**src/rtl/mlp_mac_pkg.sv**
```systemverilog
// Shared constants and types for the MLP multiply-accumulate lane.
package mlp_mac_pkg;

    localparam int DEF_A_W        = 18;
    localparam int DEF_B_W        = 18;
    localparam int DEF_ACC_W      = 40;
    localparam int DEF_OUT_W      = 18;
    localparam int DEF_FRAC_SHIFT = 13;

    // Smallest accumulator that holds one full-precision product.
    function automatic int min_acc_w(input int aw, input int bw);
        return aw + bw;
    endfunction

    typedef struct packed {
        logic valid;
        logic first;
        logic last;
    } beat_t;

endpackage

```
**src/rtl/mlp_mac_narrow.sv**
```systemverilog
// Round-half-up, arithmetic shift and narrowing of the accumulator.
// MLP_MAC_SAT_EN selects saturating narrowing with ovf; otherwise wrap with ovf=0.
module mlp_mac_narrow #(
    parameter int ACC_W      = 40,
    parameter int OUT_W      = 18,
    parameter int FRAC_SHIFT = 13
) (
    input  logic signed [ACC_W-1:0] acc,
    output logic signed [OUT_W-1:0] y,
    output logic                    ovf
);

    localparam int RND_SH = (FRAC_SHIFT > 0) ? FRAC_SHIFT - 1 : 0;
    localparam logic signed [ACC_W:0] RND =
        (FRAC_SHIFT > 0) ? ((ACC_W+1)'(1) <<< RND_SH) : '0;

    // One guard bit so adding the rounding constant cannot wrap.
    function automatic logic signed [ACC_W:0] round_shift(input logic signed [ACC_W-1:0] v);
        logic signed [ACC_W:0] t;
        t = (ACC_W+1)'(v) + RND;
        return t >>> FRAC_SHIFT;
    endfunction

`ifdef MLP_MAC_SAT_EN
    localparam logic signed [ACC_W:0] MAXV = {{(ACC_W-OUT_W+2){1'b0}}, {(OUT_W-1){1'b1}}};
    localparam logic signed [ACC_W:0] MINV = {{(ACC_W-OUT_W+2){1'b1}}, {(OUT_W-1){1'b0}}};

    function automatic logic signed [OUT_W-1:0] saturate(input logic signed [ACC_W:0] v);
        if (v > MAXV)
            return MAXV[OUT_W-1:0];
        else if (v < MINV)
            return MINV[OUT_W-1:0];
        else
            return v[OUT_W-1:0];
    endfunction

    logic signed [ACC_W:0] shifted;

    assign shifted = round_shift(acc);
    assign y       = saturate(shifted);
    assign ovf     = (shifted > MAXV) || (shifted < MINV);
`else
    assign y   = OUT_W'(round_shift(acc));
    assign ovf = 1'b0;
`endif

endmodule

```
**src/rtl/mlp_mac_pipe.sv**
```systemverilog
// Pipelined signed MAC lane with first/last framing and rounded narrow output.
// Define MLP_MAC_SAT_EN for saturating narrowing (see mlp_mac_narrow).
module mlp_mac_pipe
    import mlp_mac_pkg::*;
#(
    parameter int A_W        = DEF_A_W,
    parameter int B_W        = DEF_B_W,
    parameter int ACC_W      = DEF_ACC_W,
    parameter int OUT_W      = DEF_OUT_W,
    parameter int FRAC_SHIFT = DEF_FRAC_SHIFT,
    parameter int MUL_STAGES = 2
) (
    input  logic                    clk,
    input  logic                    reset_n,
    input  logic                    ce,
    input  logic                    in_valid,
    input  logic                    in_first,
    input  logic                    in_last,
    input  logic signed [A_W-1:0]   a,
    input  logic signed [B_W-1:0]   b,
    output logic                    out_valid,
    output logic signed [OUT_W-1:0] acc_out,
    output logic signed [ACC_W-1:0] acc_full,
    output logic                    ovf
);

    localparam int PROD_W = min_acc_w(A_W, B_W);

    logic signed [A_W-1:0]    a_p0;
    logic signed [B_W-1:0]    b_p0;
    beat_t                    flg_p0;
    logic signed [PROD_W-1:0] prod_pm;
    beat_t                    flg_pm;
    logic signed [ACC_W-1:0]  prod_ext;
    logic signed [ACC_W-1:0]  acc_pa;
    logic                     vld_pa;
    logic signed [ACC_W-1:0]  acc_pr;
    logic                     vld_pr;
    logic signed [OUT_W-1:0]  narrow_y;
    logic                     narrow_ovf;

    // Stage I: input registers
    always_ff @(posedge clk or negedge reset_n) begin
        if (!reset_n) begin
            a_p0   <= '0;
            b_p0   <= '0;
            flg_p0 <= '0;
        end else if (ce) begin
            a_p0   <= a;
            b_p0   <= b;
            flg_p0 <= '{valid: in_valid, first: in_first, last: in_last};
        end
    end

    // Stages M1..Mn: product and its flags
    for (genvar i = 1; i <= MUL_STAGES; i++) begin : g_mul
        logic signed [PROD_W-1:0] prod;
        beat_t                    flg;
        if (i == 1) begin : g_first
            always_ff @(posedge clk or negedge reset_n) begin
                if (!reset_n) begin
                    prod <= '0;
                    flg  <= '0;
                end else if (ce) begin
                    prod <= PROD_W'(a_p0) * PROD_W'(b_p0);
                    flg  <= flg_p0;
                end
            end
        end else begin : g_delay
            always_ff @(posedge clk or negedge reset_n) begin
                if (!reset_n) begin
                    prod <= '0;
                    flg  <= '0;
                end else if (ce) begin
                    prod <= g_mul[i-1].prod;
                    flg  <= g_mul[i-1].flg;
                end
            end
        end
    end

    assign prod_pm  = g_mul[MUL_STAGES].prod;
    assign flg_pm   = g_mul[MUL_STAGES].flg;
    assign prod_ext = ACC_W'(prod_pm);

    // Stage A: accumulator
    always_ff @(posedge clk or negedge reset_n) begin
        if (!reset_n) begin
            acc_pa <= '0;
            vld_pa <= 1'b0;
        end else if (ce) begin
            if (flg_pm.valid)
                acc_pa <= flg_pm.first ? prod_ext : acc_pa + prod_ext;
            vld_pa <= flg_pm.valid & flg_pm.last;
        end
    end

    // Stage R: snapshot the finished sum so the rounding adder stays out of the accumulator loop
    always_ff @(posedge clk or negedge reset_n) begin
        if (!reset_n) begin
            acc_pr <= '0;
            vld_pr <= 1'b0;
        end else if (ce) begin
            if (vld_pa)
                acc_pr <= acc_pa;
            vld_pr <= vld_pa;
        end
    end

    mlp_mac_narrow #(
        .ACC_W      (ACC_W),
        .OUT_W      (OUT_W),
        .FRAC_SHIFT (FRAC_SHIFT)
    ) u_narrow (
        .acc (acc_pr),
        .y   (narrow_y),
        .ovf (narrow_ovf)
    );

    // Stage O: outputs hold between results; out_valid is a one-ce-edge pulse
    always_ff @(posedge clk or negedge reset_n) begin
        if (!reset_n) begin
            out_valid <= 1'b0;
            acc_out   <= '0;
            acc_full  <= '0;
            ovf       <= 1'b0;
        end else if (ce) begin
            out_valid <= vld_pr;
            if (vld_pr) begin
                acc_full <= acc_pr;
                acc_out  <= narrow_y;
                ovf      <= narrow_ovf;
            end
        end
    end

endmodule

```
**config.mk**
```make
export PLATFORM = sky130hd
export DESIGN_NAME = mlp_mac_pipe
export DESIGN_NICKNAME = d
export VERILOG_FILES = /design/src/rtl/mlp_mac_pkg.sv /design/src/rtl/mlp_mac_narrow.sv /design/src/rtl/mlp_mac_pipe.sv
export SDC_FILE = /design/constraint.sdc
export NUM_CORES = 1
export LEC_CHECK = 0
export BUFFER_PORTS_ARGS = -buffer_cell sky130_fd_sc_hd__clkbuf_2
export CAP_MARGIN = 20
export CORE_MARGIN = 2
export CORE_UTILIZATION = 45
export CTS_CLUSTER_DIAMETER = 150
export CTS_CLUSTER_SIZE = 20
export DETAILED_ROUTE_END_ITERATION = 10
export PLACE_DENSITY = 0.72
export SYNTH_ARGS = -nofsm -noshare
export SYNTH_HDL_FRONTEND = slang
export SYNTH_SLANG_ARGS = --single-unit
```
**constraint.sdc**
```tcl
create_clock -name clk -period 9 [get_ports clk]
set_clock_uncertainty 0.15 [all_clocks]
set_input_delay 1.8 -clock clk [delete_from_list [all_inputs] [get_ports clk]]
set_output_delay 1.8 -clock clk [all_outputs]
set_load 0.02 [all_outputs]
```
Yosys cells after proc, flatten, opt, wreduce, memory -nomap -nowiden
Index checks and enable logic that the tools add are counted.
Widths: inputs -> output; s select.
{"block": "totals", "register_bits": 258, "output_inout_bits": 60, "wordCells": 28, "inputBits": 42}
{"block": "classes", "n_reduce_logical": 3, "n_addsub": 2, "bitwise_logic": 1, "multipliers": 1, "n_mux": 1}
{"op": "$add 40x36->40", "n": 1}
{"op": "$mux 40", "n": 1}
{"op": "$mul 18x18->36", "n": 1}
{"op": "$add 31x14->31 const B", "n": 1}
{"op": "$reduce_and 2->1", "n": 3}
{"op": "$and 1x1->1", "n": 1}

Logic depth before layout (Yosys ltp)
Gate-level depths: netlist of the first run.
{"block": "depth", "word_depth": 2, "depth_mapped": 26, "mapped_depth_nobuf": 24}

By module
From an unflattened synthesis of the first run, not the netlist that was laid out.
{"block": "unflattened", "hier_cells": 2358, "hier_area_um2": 24265.8}
{"mod": "mlp_mac_pipe", "instances": 1, "cells_each": 2310, "seq_area_each_um2": 6481.2, "area_each_um2": 23909.2}
{"mod": "mlp_mac_narrow", "instances": 1, "cells_each": 48, "seq_area_each_um2": 0.0, "area_each_um2": 356.6}

Least setup slack after synthesis of the first run
No wires, ideal clock.
{"block": "synth_timing", "path_type": "reg2reg", "from": "register b_p0[3]", "to": "register g_mul[1].prod[33]", "setup_slack_ns": 2.505, "path_buffers": 2, "required_ns": 8.725, "setup_time_ns": 0.125, "path_stages_with_launch": 23, "t_arrival_ns": 6.220, "period_less_slack_ns": 6.495, "cell_sequence": "dfrtp_1 clkbuf_1 clkbuf_1 nand2_1 fa_1 inv_1 fa_1 fa_1 fa_1 fa_1 inv_1 fa_1 inv_1 ha_1 a21oi_1 nand2_1 a41oi_1 o21ai_0 a311oi_2 o21bai_1 a21oi_1 xnor2_1 mux2_2"}
{"block": "synth_via", "elab_chain_cells": 1}
{"item": "start, declared", "line_no": "mlp_mac_pipe.sv:30", "source": "logic signed [B_W-1:0] b_p0;"}
{"item": "start signal, assigned", "line_no": "mlp_mac_pipe.sv:46", "source": "b_p0 <= '0;"}
{"item": "start signal, assigned", "line_no": "mlp_mac_pipe.sv:50", "source": "b_p0 <= b;"}
{"item": "$mul 18x18->36", "line_no": "mlp_mac_pipe.sv:65", "source": "prod <= PROD_W'(a_p0) * PROD_W'(b_p0);"}
{"item": "end signal, assigned", "line_no": "mlp_mac_pipe.sv:65"}
{"item": "end, declared", "line_no": "mlp_mac_pipe.sv:57", "source": "logic signed [PROD_W-1:0] prod;"}
Every way passes these cells.
A chain may end at the register's enable or synchronous reset.

Worst setup path in the final report of the first run
Same ends and word-level chain as after synthesis.

==> results of run 1 <==
worst max-delay path by stage:
stage                   from                 to  slack [ns]
floorplan            b_p0[3]  g_mul[1].prod[33]        2.51
global placement    a_p0[17]  g_mul[1].prod[33]        2.22
detailed placement   b_p0[3]  g_mul[1].prod[33]        1.99
CTS                 a_p0[17]  g_mul[1].prod[33]        2.01
global route        a_p0[17]  g_mul[1].prod[33]        1.47
finish               b_p0[3]  g_mul[1].prod[33]        1.98
cells by family (layout without fill, tap and decap cells):
group	count (synthesis)	in the layout	share of synthesized area, %
AOI/OAI and AO/OA	297	297	7.70
DFF	258	258	26.6
buffers and inverters	496	508	7.79
adders and majority gates	463	463	34.1
and+or+nand+nor	576	576	11.5
muxes	198	198	9.14
other	1	1	0.0155
xor gates and xnor gates	85	85	3.07
cells in the mapped netlist (10+ instances only):
cell,count,area share (%)
inv_1,378,5.9
dfrtp_1,258,27
and2_1,153,3.9
nor2_1,70,1.1
o21ai_0,85,1.8
o21a_1,15,0.46
buf_1,10,0.15
and3_1,10,0.26
xnor2_1,58,2.1
ha_1,133,6.9
a21o_1,25,0.77
o21bai_1,12,0.37
xor2_1,27,0.98
mux2_2,187,8.7
nand3_1,42,0.87
nor3_1,16,0.33
o21ai_1,10,0.21
mux2i_1,11,0.45
nand2_1,244,3.8
a21oi_1,85,1.8
clkbuf_1,100,1.5
fa_1,330,27
metrics by stage:
step           worst slack (ns)  hold WS, ns  util (%)  cells  instance area, µm²
5_1_grt                    1.47        0.371      48.0   3082               25700
2_1_floorplan              2.51        0.296         -   2374               24200
4_1_cts                    2.01        0.340      48.0   3082               25700
3_3_place_gp               2.22        0.313      47.1   3060               25200
3_5_place_dp               1.99        0.322      47.1   3060               25200
6_report                   1.98        0.333      48.0   3082               25700
metal layers:
metal  vias to the layer above  routed length, µm
met5                         -                  0
met4                         0                906
met3                        61               2650
met2                       408              24500
met1                      8239              24100
li1                       7549                  -
registers in the layout, indices dropped and copies added, names as in the netlist:
signal and cells:
vld_pa 1, acc_pa 40, g_mul.flg 3, g_mul.prod 72, flg_p0 3, out_valid 1, acc_out 18, b_p0 18
acc_full 40, acc_pr 40, a_p0 18, flg_pm 3, vld_pr 1
worst register-to-register path: cells and delay by family, from the launching register on:
kind / cells / cell delay, ns
AOI/OAI and AO/OA: 6 / 1.28
buffers and inverters: 3 / 0.23
DFF: 1 / 0.75
adders and majority gates: 7 / 3.79
and+or+nand+nor: 2 / 0.40
xor gates and xnor gates: 1 / 0.08
muxes: 1 / 0.26
final cells by class:
cell class	count	area share [%]
inverters	378	5.52
clock inverters	4	0.141
multi-input cells	1620	61.9
clock buffers	18	1.67
repair buffers	108	2.23
flip-flops and latches	258	25.1
well taps	696	3.39
==> impl_metrics.ini, run 1 <==
[finish]
n_fill_cell = 4877
diodes = 0
final_common_cell = inv_1
multiInputGateArea_mm2 = 0.0159
regArea_mm2 = 0.00646
nets = 2888
drive_gt1_share_pct = 14.5
final_cell_mix = 378 x inv_1, 330 x fa_1, 257 x dfrtp_1
syn_to_final_growth_pct = 5.97

[route]
avgRoutedWirePerCell_um = 16.9
wirelength_mm = 52.2
first_iter_violations = 975
num_vias = 16300
dr.pass1.iters = 6
drc_errors = 0
postRouteAntennaNets = 0
via_per_inst = 5.27

[critical_path]
path_buf_inv = 3
cp_max_fo = 19
critPathTopFamily = adder cells
path_class = register to register
required_ns = 9.27
cp-start-kind = register
path_cells = nand2_1 > fa_1 > inv_1 > fa_1 > fa_1 > fa_1 > fa_1 > inv_1 > fa_1 > inv_1 > ha_1 > a21oi_1 > nand2_1 > a41oi_1 > o21ai_0 > a311oi_2 > o21bai_1 > a21oi_1 > xnor2_1 > mux2_2
cp.arrival_ns = 7.29
rrSetupSlack_ns = 1.98
reg2reg_depth = 20
endpoint_kind = register
crit_cells = 20
reg2reg_to = g_mul[1].prod[33]
r2r_start = b_p0[3]
crit_top_cell = fa_1
worst_path_largest_cell_delay_ns = 0.86
crit_slowest_cell = fa_1

[timing]
fmax_mhz = 142
rsz0062_at_grt = false
worst_pin_slew_ns = 1.02
timing.final.crit_period_ns = 7.02
fin_setup_tns_ns = 0
hold_viol_final = 0
fin_crit_sh_pct = 78.0
relSlewSlack_pct = 32.2
slew_viol_final = 0
setup_violations = 0

[worst_hold_path]
hp-class = register to register
min_path_cells = 2
hold_start = acc_out[13]
hold-path-endpoint = acc_out[13]

[synthesis]
async_flop_share_pct = 100
yosys.cell_types.count = 76
yosysWarningCount = 0
syn_avg_cell_area_um2 = 10.2
synth-seq-area-share_pct = 26.6
synthFlopType = dfrtp_1
netlist_area_mm2 = 0.0242
synth-edff-count = 0
syn_inst = 2374
syn-num-nets = 2879
synth_seq_cells = 258

[global_route]
met1_usage_pct = 27.5
grt.total_usage_pct = 19.7
grt_antenna_before_repair = 1
grtUsageMet3_pct = 2.93
grt_pass1_vias = 17500
grt_remaining_overflow = 0
grt_pass1_wl_mm = 90.5
grt_max_degree = 89
gr-max-usage-layer = met2
grt_util_met2_pct = 32.6

[placed_design]
port_buffers = 100
place_hpwl_mm = 41.2
gp_congestion = 0.884

[cts]
clk_pin_slew_ns = 0.09
clockRootBuffer = clkbuf_16
cts_resized = 0
cts-hold-fix-buffers = 0
post_cts_buffers = 0
cts_buffers = 17
cts_buffer_depth = 3
clk_latency_ns = 0.53
clkSinkCount = 258
htree_levels = 1
cts_tree = built

[floorplanning]
coreArea_mm2 = 0.0535
die_h_um = 236
die_w_um = 236
start_util_pct = 45.3
ioPinCount = 102
rows = 85
die-area_mm2 = 0.0557

[outcome]
status = completed

[flow_run]
drv_cap = 0
Power of run 1 is left out: the tool's default activity adds up to more than one toggle a clock period on the data nets, which glitch-free logic cannot reach.
==> inputs of run 2 (changes only) <==
- clock period: 9 -> 6.7 ns (I/O delays scaled with it)
==> run 2 against run 1 <==
Routed wire length grew 2.4%. Sequential share of layout area decreased by 0.14 points. Fmax is 8.8% higher. Via count up 0.66%. Critical path depth fell by 2. Critical endpoint is now g_mul[1].prod[34]. Core utilization is 0.52 points higher.
==> impl_metrics.ini, run 2 (same netlist as run 1, synthesis figures left out) <==
[outcome]
status = completed

[finish]
regArea_mm2 = 0.00649
multiInputGateArea_mm2 = 0.0159
largest-register = g_mul.prod
final_cell_mix = 378 x inv_1, 330 x fa_1, 242 x nand2_1
largest_register_ffs = 72
syn_to_final_growth_pct = 7.11
fin_util_pct = 48.5
drive_gt1_share_pct = 16.7
n_fill_cell = 4879
nets = 2912
final_common_cell = inv_1

[cts]
post_cts_buffers = 0
clockRootBuffer = clkbuf_16
clk_pin_slew_ns = 0.10
cts_tree = built
cts-hold-fix-buffers = 0
htree_levels = 1
cts_buffers = 17
clk_latency_ns = 0.54
cts_buffer_depth = 3
clkSinkCount = 258

[global_route]
grt_pass1_vias = 17700
grt_pass1_wl_mm = 91.4
grt.total_usage_pct = 20.0
grt_max_degree = 131
grt_antenna_before_repair = 1
grt_remaining_overflow = 0

[critical_path]
path_class = register to register
crit_path_end = g_mul[1].prod[34]
reg2reg_depth = 18
reg2reg_to = g_mul[1].prod[34]
endpoint_kind = register
cp.arrival_ns = 6.72
crit_start = b_p0[15]
required_ns = 6.97
rrSetupSlack_ns = 0.25
cp-start-kind = register
r2r_start = b_p0[15]
cp_max_fo = 19

[route]
via_per_inst = 5.27
avgRoutedWirePerCell_um = 17.2
wirelength_mm = 53.4
postRouteAntennaNets = 0
first_iter_violations = 843
num_vias = 16400
dr.pass1.iters = 5
drc_errors = 0

[placed_design]
gp_congestion = 0.933
place_hpwl_mm = 42.1
port_buffers = 100

[timing]
fmax_mhz = 155
hold_viol_final = 0
slew_viol_final = 0
setup_violations = 0
fin_setup_tns_ns = 0
worst_pin_slew_ns = 1.03
relSlewSlack_pct = 31.5
fin_crit_sh_pct = 96.3
timing.final.crit_period_ns = 6.45
rsz0062_at_grt = false

[worst_hold_path]
hp-class = register to register

[floorplanning]
coreArea_mm2 = 0.0535
start_util_pct = 45.3
die_w_um = 236
ioPinCount = 102
die_h_um = 236
die-area_mm2 = 0.0557
rows = 85

[flow_run]
drv_cap = 0
run 2: critical path, stage by stage (launching register included):
cell and delay, ns:
dfrtp_1 0.81, nand2_1 0.17, fa_1 0.44, inv_1 0.14, fa_1 0.45, fa_1 0.51
fa_1 0.45, fa_1 0.52, fa_1 0.49, ha_1 0.39, a41oi_1 0.28, o21ai_0 0.13
a21oi_1 0.25, nand4_1 0.12, a21oi_1 0.30, nor3_2 0.11, a221oi_2 0.27, xnor2_1 0.09
mux2_2 0.25
run 2: layout make-up:
cell class	instances	area share, %
repair buffers	132	3.00
clock inverters	3	0.140
flip-flops and latches	258	25.0
diodes	1	0.00964
multi-input cells	1620	61.4
clock buffers	18	1.65
well taps	696	3.35
inverters	378	5.47
run 2: how the worst min path moves through the flow:
stage,from,to,cells past startpoint
2_1_floorplan,acc_pr[1],acc_pr[1],2
3_3_place_gp,acc_out[10],acc_out[10],2
3_5_place_dp,acc_out[3],acc_out[3],2
4_1_cts,acc_out[3],acc_out[3],2
5_1_grt,acc_out[5],acc_out[5],2
6_report,acc_out[3],acc_out[3],2
run 2: per-layer routing:
layer,global-route usage [%],routed length (µm)
met2,33.3,25200
met1,27.7,24400
met4,3.96,918
met5,0,0
met3,3.16,2900
run 2: per-stage QoR:
step	hold slack (ns)	instances	setup slack [ns]	area, µm²
CTS	0.338	3105	0.0948	25900
global route	0.357	3105	0.00210	26000
global placement	0.314	3084	0.290	25400
floorplan	0.296	2374	0.205	24200
finish	0.331	3106	0.251	26000
detailed placement	0.320	3084	0.118	25400
run 2: repair_timing:
item,CTS,global route
endpoints found under the hold margin,0,0
setup endpoints to repair,0,13
gates resized for setup,0,34
Power of run 2 is left out for the same reason.
==> inputs of run 3 (changes only) <==
- CORE_MARGIN: 2 -> 5
- clock period: 6.7 -> 7.81 ns (I/O delays scaled with it)
==> run 3 against run 2 <==
Core utilization down 0.59 points. Worst setup slack better by 0.46 ns. Fmax down 9.2%. Routed wire length down 0.46%. Non-clock buffer count down 24. Highest routed layer unchanged. Sequential cell count unchanged. Die area up 5.1%. Largest cell class unchanged. Via count about the same.
==> impl_metrics.ini, run 3 (same netlist as run 1, synthesis figures left out) <==
[critical_path]
cp_max_fo = 19
endpoint_kind = register
r2r_start = a_p0[17]
path_class = register to register
required_ns = 8.07
cp-start-kind = register
cp.arrival_ns = 7.36
rrSetupSlack_ns = 0.71
reg2reg_depth = 20
reg2reg_to = g_mul[1].prod[33]

[global_route]
grt_antenna_before_repair = 1
grt_pass1_wl_mm = 90.7
grt_remaining_overflow = 0
grt_max_degree = 136
met1_usage_pct = 26.2
grt_pass1_vias = 17400
grt.total_usage_pct = 18.4
grt_util_met2_pct = 30.5
gr-max-usage-layer = met2
grtUsageMet3_pct = 2.77

[route]
num_vias = 16400
dr.pass1.iters = 5
first_iter_violations = 917
drc_errors = 0
avgRoutedWirePerCell_um = 17.3
via_per_inst = 5.31
wirelength_mm = 53.2
postRouteAntennaNets = 0

[finish]
nets = 2888
regArea_mm2 = 0.00646
final_common_cell = inv_1
largest-register = g_mul.prod
syn_to_final_growth_pct = 6.01
diodes = 0
largest_register_ffs = 72
n_fill_cell = 4949
fin_util_pct = 47.9
drive_gt1_share_pct = 14.5
final_cell_mix = 378 x inv_1, 330 x fa_1, 257 x dfrtp_1
multiInputGateArea_mm2 = 0.0159

[floorplanning]
ioPinCount = 102
die_h_um = 242
start_util_pct = 45.2
coreArea_mm2 = 0.0536
die_w_um = 242
die-area_mm2 = 0.0586
rows = 85

[cts]
post_cts_buffers = 0
htree_levels = 1
cts_buffer_depth = 3
clkSinkCount = 258
cts_tree = built
cts_resized = 0
clk_latency_ns = 0.54
cts_buffers = 17
clockRootBuffer = clkbuf_16
clk_pin_slew_ns = 0.08
cts-hold-fix-buffers = 0

[timing]
fin_ws_ns = 0.709
relSlewSlack_pct = 33.6
fmax_mhz = 141
rsz0062_at_grt = false
setup_violations = 0
fin_setup_tns_ns = 0
hold_viol_final = 0
slew_viol_final = 0
fin_crit_sh_pct = 90.9
worst_pin_slew_ns = 0.995
timing.final.crit_period_ns = 7.10

[worst_hold_path]
hp-class = register to register
hold-path-endpoint = acc_out[10]
hold_start = acc_out[10]
min_path_cells = 2

[outcome]
status = completed

[placed_design]
dp_worst_setup_slack_ns = 0.802
gp_congestion = 0.883
port_buffers = 100
place_hpwl_mm = 41.3

[flow_run]
drv_cap = 0
## run 3: worst max path at each step
stage,slack [ns],start,end,cells past startpoint
finish,0.71,a_p0[17],g_mul[1].prod[33],20
global route,0.32,a_p0[17],g_mul[1].prod[33],24
CTS,0.78,a_p0[17],g_mul[1].prod[33],20
detailed placement,0.80,a_p0[17],g_mul[1].prod[33],20
global placement,0.97,a_p0[17],g_mul[1].prod[33],20
floorplan,1.32,b_p0[3],g_mul[1].prod[33],22
## run 3: worst max-delay path: stages, from the launching register on
cell      delay [ns]
dfrtp_1         0.75
nand2_1         0.26
fa_1            0.60
inv_1           0.14
fa_1            0.86
fa_1            0.52
fa_1            0.51
fa_1            0.49
inv_1           0.05
fa_1            0.47
inv_1           0.04
ha_1            0.35
a21oi_1         0.32
nand2_1         0.13
a41oi_1         0.21
o21ai_0         0.13
a311oi_2        0.37
o21bai_1        0.10
a21oi_1         0.20
xnor2_1         0.08
mux2_2          0.26
## run 3: cell type report
cell class	instances	area share [%]
flip-flops and latches	258	25.1
repair buffers	108	2.28
clock buffers	18	1.67
multi-input cells	1620	61.9
inverters	378	5.52
well taps	696	3.39
clock inverters	3	0.131
## run 3: metrics by stage
| step | cells | hold slack, ns | area, µm² |
|---|---|---|---|
| 2_1_floorplan | 2374 | 0.296 | 24200 |
| 3_3_place_gp | 3060 | 0.313 | 25200 |
| 3_5_place_dp | 3060 | 0.320 | 25200 |
| 4_1_cts | 3081 | 0.338 | 25700 |
| 5_1_grt | 3081 | 0.356 | 25700 |
| 6_report | 3081 | 0.331 | 25700 |
## run 3: routing by layer
| layer | vias up | share of wire, % |
|---|---|---|
| met3 | 79 | 5.2 |
| met2 | 437 | 47 |
| li1 | 7524 | - |
| met5 | - | 0 |
| met4 | 0 | 1.9 |
| met1 | 8312 | 46 |
Power of run 3 is left out for the same reason.
